## config.mk

```make
export PLATFORM = sky130hd
export DESIGN_NAME = seg_scan_mux_flat
export DESIGN_NICKNAME = d
export VERILOG_FILES = /design/src/rtl/seg_pkg.sv /design/src/rtl/seg_scan_mux_if.sv /design/src/rtl/seg_scan_timer.sv /design/src/rtl/seg_scan_mux.sv /design/src/flat_wrapper.sv
export SDC_FILE = /design/constraint.sdc
export NUM_CORES = 1
export LEC_CHECK = 0
export BUFFER_PORTS_ARGS = -buffer_cell sky130_fd_sc_hd__buf_4
export CAP_MARGIN = 20
export CELL_PAD_IN_SITES_DETAIL_PLACEMENT = 0
export CELL_PAD_IN_SITES_GLOBAL_PLACEMENT = 1
export CORE_UTILIZATION = 28
export CTS_CLUSTER_SIZE = 12
export DETAILED_ROUTE_END_ITERATION = 8
export PLACE_DENSITY = 0.6
export SYNTH_ARGS = -nofsm -noshare
export SYNTH_HDL_FRONTEND = slang
export SYNTH_HIERARCHICAL = 1
export SYNTH_SLANG_ARGS = --single-unit
export TNS_END_PERCENT = 20
```

## constraint.sdc

```tcl
create_clock -name clk -period 13.54 [get_ports clk]
set_input_delay 1.354 -clock clk [delete_from_list [all_inputs] [get_ports clk]]
set_output_delay 1.354 -clock clk [all_outputs]
set_load 0.05 [all_outputs]
```

## src/rtl/seg_pkg.sv

```systemverilog
// Shared display constants: digit ordering, segment width and the 0-9 glyph table
// used by both the RTC encoders and the scan multiplexer.
package seg_pkg;

   localparam int unsigned SEG_W      = 7;
   localparam int unsigned NUM_DIGITS = 6;

   localparam int unsigned DIG_SEC_L = 0;
   localparam int unsigned DIG_SEC_M = 1;
   localparam int unsigned DIG_MIN_L = 2;
   localparam int unsigned DIG_MIN_M = 3;
   localparam int unsigned DIG_HR_L  = 4;
   localparam int unsigned DIG_HR_M  = 5;

   typedef logic [SEG_W-1:0] seg_t;

   // bit0=a .. bit6=g, active-high
   localparam seg_t SEG_0 = 7'h3F;
   localparam seg_t SEG_1 = 7'h06;
   localparam seg_t SEG_2 = 7'h5B;
   localparam seg_t SEG_3 = 7'h4F;
   localparam seg_t SEG_4 = 7'h66;
   localparam seg_t SEG_5 = 7'h6D;
   localparam seg_t SEG_6 = 7'h7D;
   localparam seg_t SEG_7 = 7'h07;
   localparam seg_t SEG_8 = 7'h7F;
   localparam seg_t SEG_9 = 7'h6F;

   function automatic seg_t seg_encode(input logic [3:0] d);
      seg_t s;
      case (d)
         4'd0:    s = SEG_0;
         4'd1:    s = SEG_1;
         4'd2:    s = SEG_2;
         4'd3:    s = SEG_3;
         4'd4:    s = SEG_4;
         4'd5:    s = SEG_5;
         4'd6:    s = SEG_6;
         4'd7:    s = SEG_7;
         4'd8:    s = SEG_8;
         4'd9:    s = SEG_9;
         default: s = '0;
      endcase
      return s;
   endfunction

endpackage

```

## src/rtl/seg_scan_mux_if.sv

```systemverilog
// Bundle between the RTC top (master) and the scan multiplexer (slave):
// six digit patterns, brightness and enable in; shared segment bus and digit enables out.
interface seg_scan_mux_if;
   import seg_pkg::*;

   logic                  en;
   seg_t                  sec_l;
   seg_t                  sec_m;
   seg_t                  min_l;
   seg_t                  min_m;
   seg_t                  hr_l;
   seg_t                  hr_m;
   logic [2:0]            bright;
   seg_t                  seg_out;
   logic [NUM_DIGITS-1:0] dig_en;
   logic                  frame_start;

   modport master (
      output en, sec_l, sec_m, min_l, min_m, hr_l, hr_m, bright,
      input  seg_out, dig_en, frame_start
   );

   modport slave (
      input  en, sec_l, sec_m, min_l, min_m, hr_l, hr_m, bright,
      output seg_out, dig_en, frame_start
   );

endinterface

```

## src/rtl/seg_scan_timer.sv

```systemverilog
// Slot counter (cnt) and digit index (idx) for the scan, plus the frame-end and
// frame-first strobes. Both counters sit at zero while the scan is disabled.
module seg_scan_timer #(
   parameter int unsigned SCAN_DIV = 1000,
   parameter int unsigned DIGITS   = 6,
   parameter int unsigned CNT_W    = $clog2(SCAN_DIV),
   parameter int unsigned IDX_W    = $clog2(DIGITS)
) (
   input  logic             clk,
   input  logic             rst,
   input  logic             en,
   output logic [CNT_W-1:0] cnt,
   output logic [IDX_W-1:0] idx,
   output logic             frame_wrap,
   output logic             frame_first
);

   logic [CNT_W-1:0] cnt_q, cnt_d;
   logic [IDX_W-1:0] idx_q, idx_d;
   logic             last_cnt, last_idx;

   assign last_cnt = (cnt_q == CNT_W'(SCAN_DIV - 1));
   assign last_idx = (idx_q == IDX_W'(DIGITS - 1));

   always_comb begin
      cnt_d = cnt_q;
      idx_d = idx_q;
      if (!en) begin
         cnt_d = '0;
         idx_d = '0;
      end else if (last_cnt) begin
         cnt_d = '0;
         idx_d = last_idx ? '0 : idx_q + IDX_W'(1);
      end else begin
         cnt_d = cnt_q + CNT_W'(1);
      end
   end

   always_ff @(posedge clk or posedge rst) begin
      if (rst) begin
         cnt_q <= '0;
         idx_q <= '0;
      end else begin
         cnt_q <= cnt_d;
         idx_q <= idx_d;
      end
   end

   // frame_wrap: this edge moves the scan to (0,0); frame_first: the scan is at (0,0)
   assign frame_wrap  = en && last_cnt && last_idx;
   assign frame_first = en && (cnt_q == '0) && (idx_q == '0);
   assign cnt         = cnt_q;
   assign idx         = idx_q;

endmodule

```

## src/rtl/seg_scan_mux.sv

```systemverilog
// Time-multiplexes six 7-segment patterns onto one shared bus with one-hot digit
// enables; per-frame snapshot of digits and brightness, slot-start blanking and 8-level PWM.
module seg_scan_mux
   import seg_pkg::*;
#(
   parameter int unsigned DIGITS    = NUM_DIGITS,
   parameter int unsigned SCAN_DIV  = 1000,
   parameter int unsigned BLANK_CYC = 8
) (
   input  logic clk,
   input  logic rst,
   seg_scan_mux_if.slave bus
);

   localparam int unsigned CNT_W = $clog2(SCAN_DIV);
   localparam int unsigned IDX_W = $clog2(DIGITS);
   localparam int unsigned UNIT  = (SCAN_DIV - BLANK_CYC) / 8;

   logic [CNT_W-1:0] cnt;
   logic [IDX_W-1:0] idx;
   logic             frame_wrap, frame_first;

   seg_scan_timer #(
      .SCAN_DIV (SCAN_DIV),
      .DIGITS   (DIGITS),
      .CNT_W    (CNT_W),
      .IDX_W    (IDX_W)
   ) u_timer (
      .clk         (clk),
      .rst         (rst),
      .en          (bus.en),
      .cnt         (cnt),
      .idx         (idx),
      .frame_wrap  (frame_wrap),
      .frame_first (frame_first)
   );

   logic [DIGITS-1:0][SEG_W-1:0] dig_in;

   assign dig_in[DIG_SEC_L] = bus.sec_l;
   assign dig_in[DIG_SEC_M] = bus.sec_m;
   assign dig_in[DIG_MIN_L] = bus.min_l;
   assign dig_in[DIG_MIN_M] = bus.min_m;
   assign dig_in[DIG_HR_L]  = bus.hr_l;
   assign dig_in[DIG_HR_M]  = bus.hr_m;

   logic [DIGITS-1:0][SEG_W-1:0] shadow_q, shadow_d;
   logic [2:0]                   bright_s_q, bright_s_d;

   // Shadow tracks the inputs while idle and otherwise only refreshes on the frame wrap,
   // so a frame never mixes pre- and post-rollover digits.
   always_comb begin
      shadow_d   = shadow_q;
      bright_s_d = bright_s_q;
      if (!bus.en || frame_wrap) begin
         shadow_d   = dig_in;
         bright_s_d = bus.bright;
      end
   end

   logic [31:0] cnt_ext, on_len;
   logic        active;

   always_comb begin
      cnt_ext = 32'(cnt);
      on_len  = (32'(bright_s_q) + 32'd1) * 32'(UNIT);
      active  = (cnt_ext >= 32'(BLANK_CYC)) && (cnt_ext < 32'(BLANK_CYC) + on_len);
   end

   logic [SEG_W-1:0]  seg_q, seg_d;
   logic [DIGITS-1:0] dig_en_q, dig_en_d;
   logic              frame_start_q, frame_start_d;

   always_comb begin
      seg_d         = '0;
      dig_en_d      = '0;
      frame_start_d = frame_first;
      if (bus.en && active) begin
         for (int i = 0; i < int'(DIGITS); i++) begin
            if (idx == IDX_W'(i)) begin
               dig_en_d[i] = 1'b1;
               seg_d       = shadow_q[i];
            end
         end
      end
   end

   always_ff @(posedge clk or posedge rst) begin
      if (rst) begin
         shadow_q      <= '0;
         bright_s_q    <= '0;
         seg_q         <= '0;
         dig_en_q      <= '0;
         frame_start_q <= 1'b0;
      end else begin
         shadow_q      <= shadow_d;
         bright_s_q    <= bright_s_d;
         seg_q         <= seg_d;
         dig_en_q      <= dig_en_d;
         frame_start_q <= frame_start_d;
      end
   end

   assign bus.seg_out     = seg_q;
   assign bus.dig_en      = dig_en_q;
   assign bus.frame_start = frame_start_q;

endmodule

```

## src/flat_wrapper.sv

```systemverilog
// flat-port wrapper written by rule: the top's interface ports become plain ports
module seg_scan_mux_flat import seg_pkg::*;
#(
   parameter int unsigned DIGITS    = NUM_DIGITS,
   parameter int unsigned SCAN_DIV  = 1000,
   parameter int unsigned BLANK_CYC = 8
)
  (clk, rst, bus_en, bus_sec_l, bus_sec_m, bus_min_l, bus_min_m, bus_hr_l, bus_hr_m, bus_bright, bus_seg_out, bus_dig_en, bus_frame_start);
  seg_scan_mux_if bus_i ();
  input  logic clk;
  input  logic rst;
  input wire logic [$bits(bus_i.en)-1:0] bus_en;
  input wire logic [$bits(bus_i.sec_l)-1:0] bus_sec_l;
  input wire logic [$bits(bus_i.sec_m)-1:0] bus_sec_m;
  input wire logic [$bits(bus_i.min_l)-1:0] bus_min_l;
  input wire logic [$bits(bus_i.min_m)-1:0] bus_min_m;
  input wire logic [$bits(bus_i.hr_l)-1:0] bus_hr_l;
  input wire logic [$bits(bus_i.hr_m)-1:0] bus_hr_m;
  input wire logic [$bits(bus_i.bright)-1:0] bus_bright;
  output wire logic [$bits(bus_i.seg_out)-1:0] bus_seg_out;
  output wire logic [$bits(bus_i.dig_en)-1:0] bus_dig_en;
  output wire logic [$bits(bus_i.frame_start)-1:0] bus_frame_start;
  assign bus_i.en = bus_en;
  assign bus_i.sec_l = bus_sec_l;
  assign bus_i.sec_m = bus_sec_m;
  assign bus_i.min_l = bus_min_l;
  assign bus_i.min_m = bus_min_m;
  assign bus_i.hr_l = bus_hr_l;
  assign bus_i.hr_m = bus_hr_m;
  assign bus_i.bright = bus_bright;
  assign bus_seg_out = bus_i.seg_out;
  assign bus_dig_en = bus_i.dig_en;
  assign bus_frame_start = bus_i.frame_start;
  seg_scan_mux #(.DIGITS(DIGITS), .SCAN_DIV(SCAN_DIV), .BLANK_CYC(BLANK_CYC)) u_core (.clk(clk), .rst(rst), .bus(bus_i));
endmodule
```

# == Yosys cells after proc, flatten, opt, wreduce, memory -nomap -nowiden ==
# Cells that the tools add are included.
# totals
output_inout_bits,14
reg_bits,72
# classes
reduce_logical,10
add_sub_neg,4
magnitude_cmp,2
eq_ne,7
muxes,19
multipliers,1
# ops
operator,count
$mux W7,7
$add A4 B32 Y32 const A,1
$lt A10 B32 Y1,1
$mul A32 B5 Y30 const B,1
$mux W10,2
$add A10 B1 Y10 const B,1
$eq A10 B10 Y1 const B,1
$ge A10 B4 Y1 const B,1
$logic_not A10 Y1,1
$mux W3,3
$eq A3 B2 Y1 const B,2
$eq A3 B3 Y1 const B,2
$logic_and A1 B1 Y1,6
$mux W1,6
$mux W6,1
$add A3 B1 Y4 const B,1
$add A3 B1 Y3 const B,1
$eq A3 B1 Y1 const B,1
$logic_not A3 Y1,1
$ne A2 B1 Y1 const B,1
$logic_not A1 Y1,1
$logic_or A1 B1 Y1,1

# == Longest topological paths before layout ==
# Gate-level depths: netlist (run 1).
# depth
word_depth,8
depth_mapped,22
depth_no_buf,21

# == Cells and area by module ==
# Netlist (run 1), hierarchy kept.
# modules_own_cells
mod,cells_each,n_inst,seq_area_each_um2,area_each_um2
seg_scan_mux,300,1,1476.4,3505.9
seg_scan_timer,72,1,325.3,723.2

# == Worst setup path before layout (run 1) ==
# No wires, ideal clock.
# synth_timing
path_kind,reg-to-reg
startpoint,register u_core.bright_s_q[0]
endpoint,"register u_core.seg_q[1], in the netlist u_core/bus.seg_out[1]"
setup_slack_ps,8196
setup_time_ps,121
stages_incl_launch_ff,21
required_ps,13419
t_arrival_ps,5223
period_less_slack_ps,5344
cell_sequence,dfrtp_1 ha_1 xor2_1 inv_1 fa_1 inv_1 fa_1 fa_1 nand2b_1 a2bb2oi_2 xnor2_1 and3_4 nand2_1 xor2_1 ha_1 nand3_1 a211oi_1 a2111oi_2 or4_1 buf_2 and4b_1
# synth_via
elab_chain_cells,7
# synth_rtl
element,line,rtl
start: declaration,seg_scan_mux.sv:48,"logic [2:0] bright_s_q, bright_s_d;"
start signal: assignment,seg_scan_mux.sv:97,bright_s_q <= bright_s_d;
$add A3 B1 Y4,seg_scan_mux.sv:66,on_len = (32'(bright_s_q) + 32'd1) * 32'(UNIT);
$mul A32 B5 Y30,seg_scan_mux.sv:66,
$add A4 B32 Y32,seg_scan_mux.sv:67,active = (cnt_ext >= 32'(BLANK_CYC)) && (cnt_ext < 32'(BLANK_CYC) + on_len);
$lt A10 B32 Y1,seg_scan_mux.sv:67,
$logic_and A1 B1 Y1,seg_scan_mux.sv:67,
$logic_and A1 B1 Y1,seg_scan_mux.sv:78,if (bus.en && active) begin
$mux W7,seg_scan_mux.sv:78,
net u_core.seg_d[1],seg_scan_mux.sv:70,"logic [SEG_W-1:0] seg_q, seg_d;"
end signal: assignment,seg_scan_mux.sv:98,seg_q <= seg_d;
end: declaration,seg_scan_mux.sv:70,
# The timed path passes the listed nets, and every way through them passes these cells.
# A chain may end at the register's enable or synchronous reset.

# == Final worst setup path (run 1) ==
# layout_timing
startpoint,register u_core.bright_s_q[0]
endpoint,"register u_core.dig_en_q[0], in the netlist u_core/bus.dig_en[0]"
# layout_via
elab_chain_cells,7
# layout_rtl
element,line,rtl
$add A3 B1 Y4,seg_scan_mux.sv:66,
$mul A32 B5 Y30,seg_scan_mux.sv:66,
$add A4 B32 Y32,seg_scan_mux.sv:67,
$lt A10 B32 Y1,seg_scan_mux.sv:67,
$logic_and A1 B1 Y1,seg_scan_mux.sv:67,
$logic_and A1 B1 Y1,seg_scan_mux.sv:78,
$mux W6,seg_scan_mux.sv:78,
net u_core.dig_en_d[0],seg_scan_mux.sv:71,"logic [DIGITS-1:0] dig_en_q, dig_en_d;"
end signal: assignment,seg_scan_mux.sv:99,dig_en_q <= dig_en_d;
end: declaration,seg_scan_mux.sv:71,
# The timed path passes the listed nets, and every way through them passes these cells.

==> summary.txt, run 1 <==
Floorplan
  – Initial Util: 28.9%
  – # rows: 44
  – Vert. Die Dim: 125 um
  – Core footprint: 14600 um2
  – Die footprint: 15600 um2
  – Die Wd: 125 um
  – IO Pins: 62

Min path
  – Hold path cells: 1
  – HP Class: reg -> reg
  – Hold Path Sink: u_core/shadow_q[7]
  – HP Start: u_core/shadow_q[7]

Synth
  – Ys async rst share: 100%
  – Top_reg_cell synth: dfrtp_1
  – Yosys cell types: 55
  – Synthesized area: 4230 um2
  – Post-synthesis sequential area ratio: 42.6%
  – Seq cells post-synth: 72
  – Post-synth net total: 453
  – Number of synthesized flops with an enable pin: 0
  – YS warnings: 6
  – Post-Synthesis Cells: 372
  – Synthesized area per cell: 11.4 um2

Pwr
  – Leak: 2.32 nW
  – Worst vdd ir: 0.0518 mV
  – Power per Cell Area: 124 nW/um2

Layout
  – Area grow syn2layout: 22.2%
  – Final #Nets: 514
  – Layout cell share with drive strength beyond 1: 32.2%
  – # diodes: 0
  – Fin cells: 622
  – Final core utilization: 35.3%
  – Filler instances: 1475

Routing
  – Remaining antenna violation count after routing: 0
  – Remaining DRCs: 2
  – Via-to-Cell Ratio: 4.80
  – Vias: 2985
  – Routed WL: 9640 um
  – Pre-antenna DRT Iters: 8
  – Routed len/inst: 15.5 um
  – Starting DRT DRC Count: 169

Clock tree
  – TritonCTS clock tree: built
  – CTS Sinks: 72
  – # Post-CTS Setup Buffers: 0
  – CTS root buffer: clkbuf_16
  – # resized after CTS: 0
  – Clk slew on worst S/H paths: 60 ps
  – Hold_buf cts: 0
  – Num CTS Buffers: 9
  – CTS max path bufs: 2
  – Worst-skew pair later-pin latency: 330 ps
  – H-tree levels: 3

Critical path
  – Worst reg2reg path startpoint: u_core/bright_s_q[0]
  – Crit Path Class: reg -> reg
  – Crit-path max FO: 13
  – Worst path most repeated cell: fa_1
  – Crit-path cells: ha_1 > xor2_1 > inv_1 > fa_1 > inv_1 > fa_1 > fa_1 > nand2b_1 > a2bb2oi_2 > xnor2_1 > and3_4 > nand2_1 > xor2_1 > ha_1 > nand3_1 > a211oi_1 > a2111oi_2 > or4_1 > nand4_1 > nor2_1
  – CP Buf/Inv Count: 2
  – Worst path max stage delay: 750 ps
  – Worst r2r dst: u_core/bus.dig_en[0]
  – Kind of cell adding the most delay to the critical path: adder cells
  – Crit path arrival time: 6020 ps
  – Reg2reg setup slack: 7700 ps
  – WP data required: 13720 ps
  – Crit path max-delay cell type: or4_1
  – Critical path launch point type: flop
  – CP endpoint kind: flop
  – Worst r2r path cells: 20

STA
  – RSZ-0062 raised after global routing: no
  – Final min period: 5840 ps
  – Final worst path period share: 43.1%
  – Setup TNS: 0 ps
  – Final setup viols: 0
  – PnR worst setup slack: 7700 ps
  – Fmax: 171 MHz
  – Slew margin rel.: 45.6%
  – Clock Skews: 7.21 ps
  – Worst-margin pin slew: 816 ps
  – Final count of hold timing violations: 0
  – Max-slew violation count: 0

Place
  – RD Place Congestion: 0.797
  – Detailed Place HPWL: 7270 um
  – Pre-CTS setup slack: 7690 ps
  – DP Cell Count: 606
  – Port Buffer Count: 61

Status
  – Status: complete, but fails checks
  – Violated checks: DRC

GRT
  – Number of global-route vias before repair: 3180
  – Met2 GRT Util: 21.9%
  – GR peak layer: met2
  – M1 GR Usage: 17.4%
  – Initial antenna violation count: 0
  – Global-route wire length before repair: 16400 um
  – Largest net degree at the start of global routing: 60
  – Met3 usage in global routing: 2.79%
  – All-Layer GR Usage: 13.4%
  – Total grt overflow: 0

Run
  – Maxcap violations: 0
## metal layers
layer  vias to the layer above  share of wire (%)
li1                       1460                  -
met1                      1459                 45
met2                        58                 49
met3                         8                4.5
met4                         0                1.1
met5                         -                  0
## synthesized netlist by cell type (all sizes together) (2+ instances only)
cell type	instances	area share [%]
a2111oi	2	1.0
a21oi	12	1.5
a22oi	5	0.89
a31oi	4	0.59
and2	4	0.59
and3	2	0.53
and4b	8	1.9
buf	6	0.89
clkbuf	7	0.62
dfrtp	72	43
fa	6	2.8
ha	27	8.0
inv	27	2.4
mux2	46	12
mux2i	10	2.4
mux4	3	1.6
nand2	18	1.6
nand2b	3	0.44
nand3	11	1.4
nand4	6	0.89
nor2	24	2.1
nor2b	4	0.59
nor3	6	1.1
nor4b	5	1.0
o21ai	14	1.7
o221ai	3	0.62
o22ai	2	0.30
o31ai	2	0.35
or3b	2	0.41
or4	3	0.53
xnor2	5	1.0
xor2	10	2.1
## worst reg2reg max path, stage by stage, from the launching register on
cell	delay, ps
dfrtp_1	450
ha_1	240
xor2_1	300
inv_1	180
fa_1	600
inv_1	100
fa_1	520
fa_1	460
nand2b_1	170
a2bb2oi_2	190
xnor2_1	190
and3_4	250
nand2_1	60
xor2_1	150
ha_1	330
nand3_1	90
a211oi_1	300
a2111oi_2	110
or4_1	750
nand4_1	190
nor2_1	60
## through the flow
stage / total power (W) / hold slack (ps) / area, um2
after floorplan: 0.000376 / 469 / 4230
after global placement: 0.000418 / 487 / 4860
after detailed placement: 0.000421 / 491 / 4880
after CTS: 0.000650 / 505 / 5170
after global routing: 0.000680 / 523 / 5170
final: 0.000640 / 500 / 5170
## cell usage in the layout (no fill, tap or decap), types with 3 or more instances in the layout
cell / count
nand3_1: 10
mux4_2: 3
inv_1: 26
nand4_1: 6
mux2i_1: 10
nor2_1: 24
a22oi_1: 5
clkbuf_16: 9
or4_1: 3
ha_1: 27
buf_4: 62
and2_1: 4
nor2b_1: 4
xnor2_1: 5
nor4b_1: 5
nor3_1: 4
mux2_2: 46
xor2_1: 10
nand2_1: 18
a21oi_1: 11
o21ai_0: 13
and4b_1: 8
clkbuf_8: 3
dfrtp_1: 72
a31oi_1: 4
o221ai_1: 3
fa_1: 6
## cells by family (layout without fill, tap and decap cells)
family | after synthesis | in the layout | synth area share (%)
flip-flops | 72 | 72 | 42.6
multiplexers | 59 | 59 | 16.2
AND/OR/NAND/NOR | 102 | 102 | 14.8
AO/OA/AOI/OAI | 51 | 51 | 8.55
buffers and inverters | 40 | 106 | 3.91
XOR/XNOR | 15 | 15 | 3.11
adder cells (fa/ha/maj) | 33 | 33 | 10.8
## sequential cells by signal, indices dropped and copies added, names as in the netlist
signal	cells
u_core/u_timer/idx	3
u_core/bus.frame_start	1
u_core/bus.dig_en	6
u_core/u_timer/cnt	10
u_core/bus.seg_out	7
u_core/shadow_q	42
u_core/bright_s_q	3
## power breakdown
| part | internal (W) | switching [W] |
|---|---|---|
| Combinational | 0.0000833 | 0.0000937 |
| Sequential | 0.000230 | 0.00000973 |
| Clock | 0.000139 | 0.0000843 |
| Total | 0.000452 | 0.000188 |
## final cells by class
class	count	area, um2	share of cell area [%]
timing repair buffer	63	485	9.39
sequential	72	1800	34.8
inverter	27	101	1.96
clock inverter	2	12.5	0.242
multi-input combinational	260	2260	43.8
clock buffer	14	274	5.30
tap	184	230	4.45
## worst max path at each step
| stage | slack [ps] | endpoint | start | cells past startpoint |
|---|---|---|---|---|
| CTS | 7680 | u_core/bus.dig_en[0] | u_core/bright_s_q[0] | 20 |
| floorplan | 8200 | u_core/bus.seg_out[1] | u_core/bright_s_q[0] | 20 |
| global placement | 7890 | u_core/bus.dig_en[3] | u_core/bright_s_q[0] | 19 |
| global route | 7310 | u_core/bus.dig_en[2] | u_core/bright_s_q[0] | 20 |
| finish | 7700 | u_core/bus.dig_en[0] | u_core/bright_s_q[0] | 20 |
| detailed placement | 7690 | u_core/bus.dig_en[0] | u_core/bright_s_q[0] | 20 |
(Power assumes the default switching activity.)
==> run 2, diff against run 1 <==
==> constraint.sdc (replaced) <==
create_clock -name clk -period 6.01 [get_ports clk]
set_input_delay 0.601 -clock clk [delete_from_list [all_inputs] [get_ports clk]]
set_output_delay 0.601 -clock clk [all_outputs]
set_load 0.05 [all_outputs]
==> run 2 against run 1 <==
The flow still finishes with violations (DRC). Worst setup slack got worse by 7300 ps. Critical path depth shrank 1. Combinational power increased by 130%. Sequential power rose by 130%. Clock power grew 120%. Clock-buffer cell count is 3 lower. Global-route usage is 0.22 points lower. Fmax increased by 3.8%. Critical endpoint is now u_core/bus.dig_en[3]. Highest routed layer unchanged.
==> summary.txt, run 2 (synthesis gave the netlist of run 1 again) <==
GRT
  – Total grt overflow: 0 (unchanged)
  – All-Layer GR Usage: 13.2% (-0.22 points)
  – Largest net degree at the start of global routing: 60 (unchanged)
  – Number of global-route vias before repair: 3097 (-2.6%)
  – Initial antenna violation count: 0 (unchanged)
  – Global-route wire length before repair: 16100 um (-1.9%)

STA
  – Final count of hold timing violations: 0 (unchanged)
  – Final min period: 5630 ps (-212 ps)
  – Fmax: 178 MHz (+3.8%)
  – Max-slew violation count: 0 (unchanged)
  – Slew margin rel.: 46.2% (+0.67 points)
  – Clock Skews: 8.40 ps (+1.19 ps)
  – Final worst path period share: 93.6% (+50 points)
  – Setup TNS: 0 ps (unchanged)
  – RSZ-0062 raised after global routing: no
  – Final setup viols: 0 (unchanged)
  – Worst-margin pin slew: 806 ps (-9.99 ps)

Floorplan
  – Initial Util: 28.9% (unchanged)
  – # rows: 44 (unchanged)
  – Vert. Die Dim: 125 um (unchanged)
  – IO Pins: 62 (unchanged)
  – Core footprint: 14600 um2 (unchanged)
  – Die footprint: 15600 um2 (unchanged)
  – Die Wd: 125 um (unchanged)

Layout
  – Most flops, register: u_core/shadow_q
  – Commonest non-fill, non-tap cell in the layout: dfrtp_1
  – Fin cells: 623 (+0.16%)
  – Max reg flops: 42 (unchanged)
  – Area grow syn2layout: 22.5%
  – # diodes: 0 (unchanged)
  – Most frequent cells in the layout: dfrtp_1 (72), buf_4 (63), mux2_2 (46)
  – Final #Nets: 515 (+0.19%)
  – Filler instances: 1467 (-0.54%)
  – Layout cell share with drive strength beyond 1: 33.0% (+0.84 points)

Clock tree
  – Clk slew on worst S/H paths: 60 ps (about the same)
  – Num CTS Buffers: 9 (unchanged)
  – H-tree levels: 3 (unchanged)
  – # resized after CTS: 0 (unchanged)
  – Worst-skew pair later-pin latency: 330 ps (about the same)
  – CTS max path bufs: 2 (unchanged)
  – CTS Sinks: 72 (unchanged)
  – Hold_buf cts: 0 (unchanged)
  – TritonCTS clock tree: built
  – CTS root buffer: clkbuf_16
  – # Post-CTS Setup Buffers: 0 (unchanged)

Critical path
  – CP endpoint kind: flop
  – Crit-path max FO: 13 (unchanged)
  – Crit path arrival time: 5800 ps (-220 ps)
  – Worst r2r path cells: 19 (-5.0%)
  – WP data required: 6190 ps (-7530 ps)
  – Crit Path Class: reg -> reg
  – Critical path launch point type: flop

Routing
  – Routed len/inst: 15.4 um (-0.43%)
  – Vias: 3025 (+1.3%)
  – Pre-antenna DRT Iters: 6 (-2)
  – Starting DRT DRC Count: 78 (-54%)
  – Remaining antenna violation count after routing: 0 (unchanged)
  – Routed WL: 9610 um (-0.27%)
  – Remaining DRCs: 2 (unchanged)
  – Via-to-Cell Ratio: 4.86 (+1.2%)

Place
  – Port Buffer Count: 61 (unchanged)
  – DP Cell Count: 607 (+0.17%)
  – Detailed Place HPWL: 7200 um (-1.1%)
  – RD Place Congestion: 0.820 (+3.0%)

Pwr
  – Leak: 2.33 nW (+0.41%)
  – Power, Total: 0.00144 W (+120%)
  – Power per Cell Area: 278 nW/um2 (+120%)
  – Worst vdd ir: 0.117 mV (+130%)

Status
  – Status: complete, but fails checks
  – Violated checks: DRC

Min path
  – HP Class: in -> async

Run
  – Maxcap violations: 0 (unchanged)
==> run 2: changes by cell type in the layout (fill, tap and decap cells not counted), sizes merged <==
cell and change:
buf +1, clkbuf -3, clkinv +3
==> run 2: per-stage QoR <==
stage               setup WS, ps  util [%]  hold WS (ps)  area, um2
floorplan                    666         -           469       4230
global placement             374      33.3           487       4870
detailed placement           215      33.4           492       4890
CTS                          208      35.3           335       5170
global route                48.6      35.4           356       5180
finish                       384      35.4           323       5180
==> run 2: power by group <==
| part | switching, W | internal, W |
|---|---|---|
| combinational | 0.000210 | 0.000188 |
| clock | 0.000200 | 0.000300 |
| sequential | 0.0000222 | 0.000518 |
| total | 0.000433 | 0.00101 |
==> run 2: worst max-delay path: stages, from the launching register on <==
cell	delay, ps
dfrtp_1	470
inv_1	190
ha_1	430
inv_1	110
fa_1	560
inv_1	100
fa_1	510
fa_1	460
nand2b_1	170
a2bb2oi_2	190
xnor2_1	190
and3_4	240
nand2_1	60
xor2_1	150
ha_1	340
nand3_1	90
a211oi_1	270
a2111oi_2	110
or4_4	640
nor4b_1	180
==> run 2: final cells by class <==
| class | instances | area (um2) | area share, % |
|---|---|---|---|
| timing repair buffer | 64 | 493 | 9.52 |
| clock inverter | 5 | 31.3 | 0.604 |
| clock buffer | 11 | 253 | 4.88 |
| inverter | 27 | 101 | 1.96 |
| tap | 184 | 230 | 4.45 |
| sequential | 72 | 1800 | 34.8 |
| multi-input combinational | 260 | 2270 | 43.8 |
==> run 2: path summary, 6_finish.rpt <==
check / startpoint / to / slack [ps]
max reg2reg: u_core/bright_s_q[0] / u_core/bus.dig_en[3] / 380
min: rst / u_core/u_timer/cnt[0] / 320
max: u_core/bright_s_q[0] / u_core/bus.dig_en[3] / 380
min in group clk: bus_bright[2] / u_core/bright_s_q[2] / 490
min reg2reg: u_core/shadow_q[13] / u_core/shadow_q[13] / 500
max in group asynchronous: rst / u_core/bus.seg_out[5] / 5010
==> run 2: layer usage <==
layer / vias to the layer above / share of wire, % / GRT usage (%)
met5: - / 0 / 0
met4: 0 / 1.3 / 4.45
met3: 11 / 3.9 / 3.44
met2: 56 / 49 / 21.4
met1: 1498 / 46 / 16.9
li1: 1460 / - / -
==> run 3, diff against run 2 <==
--- a/config.mk
+++ b/config.mk
@@ -12,7 +12,7 @@
 export CORE_UTILIZATION = 28
 export CTS_CLUSTER_SIZE = 12
 export DETAILED_ROUTE_END_ITERATION = 8
-export PLACE_DENSITY = 0.6
+export PLACE_DENSITY = 0.57
 export SYNTH_ARGS = -nofsm -noshare
 export SYNTH_HDL_FRONTEND = slang
 export SYNTH_HIERARCHICAL = 1
==> run 3 against run 2 <==
The run now ends clean. Die area unchanged. Via count down 1.5%. Sequential power about the same. Cell count unchanged. Worst setup slack worse by 17 ps.
==> summary.txt, run 3 (synthesis gave the netlist of run 1 again) <==
GRT
  – Number of global-route vias before repair: 3104 (+0.23%)
  – Total grt overflow: 0 (unchanged)
  – All-Layer GR Usage: 13.0% (-0.15 points)
  – Initial antenna violation count: 0 (unchanged)
  – Global-route wire length before repair: 16100 um (-0.21%)
  – Largest net degree at the start of global routing: 60 (unchanged)

Routing
  – Pre-antenna DRT Iters: 4 (-2)
  – Via-to-Cell Ratio: 4.78 (-1.5%)
  – Remaining antenna violation count after routing: 0 (unchanged)
  – Routed len/inst: 15.4 um (about the same)
  – Vias: 2979 (-1.5%)
  – Remaining DRCs: 0 (-2)
  – Routed WL: 9610 um (about the same)
  – Starting DRT DRC Count: 114 (+46%)

Status
  – Status: complete, no violations

Critical path
  – Worst r2r dst: u_core/bus.seg_out[2]
  – Critical path depth: 19 (unchanged)
  – Crit-path cells: ha_1 > xor2_1 > inv_1 > fa_1 > inv_1 > fa_1 > fa_1 > nand2b_1 > a2bb2oi_2 > xnor2_1 > and3_4 > nand2_1 > xor2_1 > ha_1 > nand3_1 > a211oi_1 > a2111oi_2 > or4_4 > and4b_1
  – WP data required: 6220 ps (+30 ps)
  – Crit path launch: u_core/bright_s_q[0]
  – Crit path max-delay cell type: or4_4
  – Worst r2r path cells: 19 (unchanged)
  – Worst reg2reg path startpoint: u_core/bright_s_q[0]
  – Crit-path max FO: 13 (unchanged)
  – Reg2reg setup slack: 370 ps (-20 ps)
  – CP endpoint kind: flop
  – Crit Path Class: reg -> reg
  – Worst path max stage delay: 640 ps (about the same)
  – Kind of cell adding the most delay to the critical path: adder cells
  – Critical path launch point type: flop
  – CP Buf/Inv Count: 2 (-1)
  – Worst path most repeated cell: fa_1
  – Crit path arrival time: 5850 ps (+50 ps)
  – Crit path to: u_core/bus.seg_out[2]

Floorplan
  – # rows: 44 (unchanged)
  – Die footprint: 15600 um2 (unchanged)
  – Core footprint: 14600 um2 (unchanged)
  – Initial Util: 28.9% (unchanged)
  – Vert. Die Dim: 125 um (unchanged)
  – IO Pins: 62 (unchanged)
  – Die Wd: 125 um (unchanged)

Clock tree
  – CTS root buffer: clkbuf_16
  – # resized after CTS: 0 (unchanged)
  – CTS max path bufs: 2 (unchanged)
  – TritonCTS clock tree: built
  – H-tree levels: 3 (unchanged)
  – CTS Sinks: 72 (unchanged)
  – Clk slew on worst S/H paths: 60 ps (about the same)
  – Worst-skew pair later-pin latency: 330 ps (about the same)
  – Num CTS Buffers: 9 (unchanged)
  – # Post-CTS Setup Buffers: 0 (unchanged)
  – Hold_buf cts: 0 (unchanged)

STA
  – Slew margin rel.: 46.2% (about the same)
  – Fmax: 177 MHz (-0.30%)
  – Final setup viols: 0 (unchanged)
  – RSZ-0062 raised after global routing: no
  – Setup TNS: 0 ps (unchanged)
  – Clock Skews: 8.88 ps (+0.481 ps)
  – Final min period: 5640 ps (+16.8 ps)
  – Worst-margin pin slew: 807 ps (+0.310 ps)
  – Final worst path period share: 93.9% (+0.28 points)
  – Max-slew violation count: 0 (unchanged)
  – Final count of hold timing violations: 0 (unchanged)

Pwr
  – Power per Cell Area: 277 nW/um2 (-0.21%)
  – Leak: 2.33 nW (unchanged)
  – Power, Total: 0.00144 W (-0.21%)
  – Worst vdd ir: 0.147 mV (+25%)

Layout
  – Max reg flops: 42 (unchanged)
  – Fin cells: 623 (unchanged)
  – Most frequent cells in the layout: dfrtp_1 (72), buf_4 (63), mux2_2 (46)
  – Area grow syn2layout: 22.5% (unchanged)
  – # diodes: 0 (unchanged)
  – Layout cell share with drive strength beyond 1: 33.0% (unchanged)
  – Final #Nets: 515 (unchanged)
  – Commonest non-fill, non-tap cell in the layout: dfrtp_1
  – Most flops, register: u_core/shadow_q

Min path
  – HP Class: in -> async

Place
  – Port Buffer Count: 61 (unchanged)
  – Detailed Place HPWL: 7260 um (+0.93%)
  – DP Cell Count: 607 (unchanged)
  – RD Place Congestion: 0.809 (-1.4%)

Run
  – Maxcap violations: 0 (unchanged)
==> run 3: cell counts in the layout (fill, tap and decap cells not counted) <==
Identical to the previous run, type by type.
==> run 3: worst min-delay path by stage <==
stage,from,to,slack (ps)
floorplan,u_core/u_timer/cnt[0],u_core/u_timer/cnt[0],470
global placement,u_core/shadow_q[7],u_core/shadow_q[7],490
detailed placement,u_core/shadow_q[1],u_core/shadow_q[1],500
CTS,rst,u_core/u_timer/idx[2],330
global route,rst,u_core/u_timer/idx[2],360
finish,rst,u_core/u_timer/idx[2],330
==> run 3: final cells by class <==
cell class              instances  area, um2
inverters                      27        101
clock inverters                 5       31.3
well taps                     184        230
multi-input cells             260       2270
flip-flops and latches         72       1800
repair buffers                 64        493
clock buffers                  11        253
fillers                      1494       9470
==> run 3: metal layers <==
layer	global-route usage, %	wire [um]
met1	16.7	4500
met4	4.02	110
met2	21.6	4630
met3	3.09	371
met5	0	0
==> run 3: power by group <==
group          leakage [nW]  switching [W]  total [W]  internal [W]
combinational          1.29       0.000209   0.000396      0.000187
clock                 0.141       0.000200   0.000500      0.000300
sequential            0.901      0.0000220   0.000540      0.000518
total                  2.33       0.000431    0.00144       0.00100
==> run 3: through the flow <==
step                      cell area (um2)  utilization, %  setup slack, ps  hold WS [ps]
after global routing                 5180            35.4             31.6           360
after CTS                            5170            35.3              165           334
after floorplan                      4230               -              666           469
after detailed placement             4890            33.4              184           496
after global placement               4870            33.3              370           489
final                                5180            35.4              368           327
==> run 3: worst register-to-register path, delay by kind of cell, from the launching register on <==
family	cells	cell delay, ps
and+or+nand+nor	6	1420
DFF	1	450
AOI/OAI and AO/OA	3	620
xor gates and xnor gates	3	610
adders and majority gates	5	2140
buffers and inverters	2	270
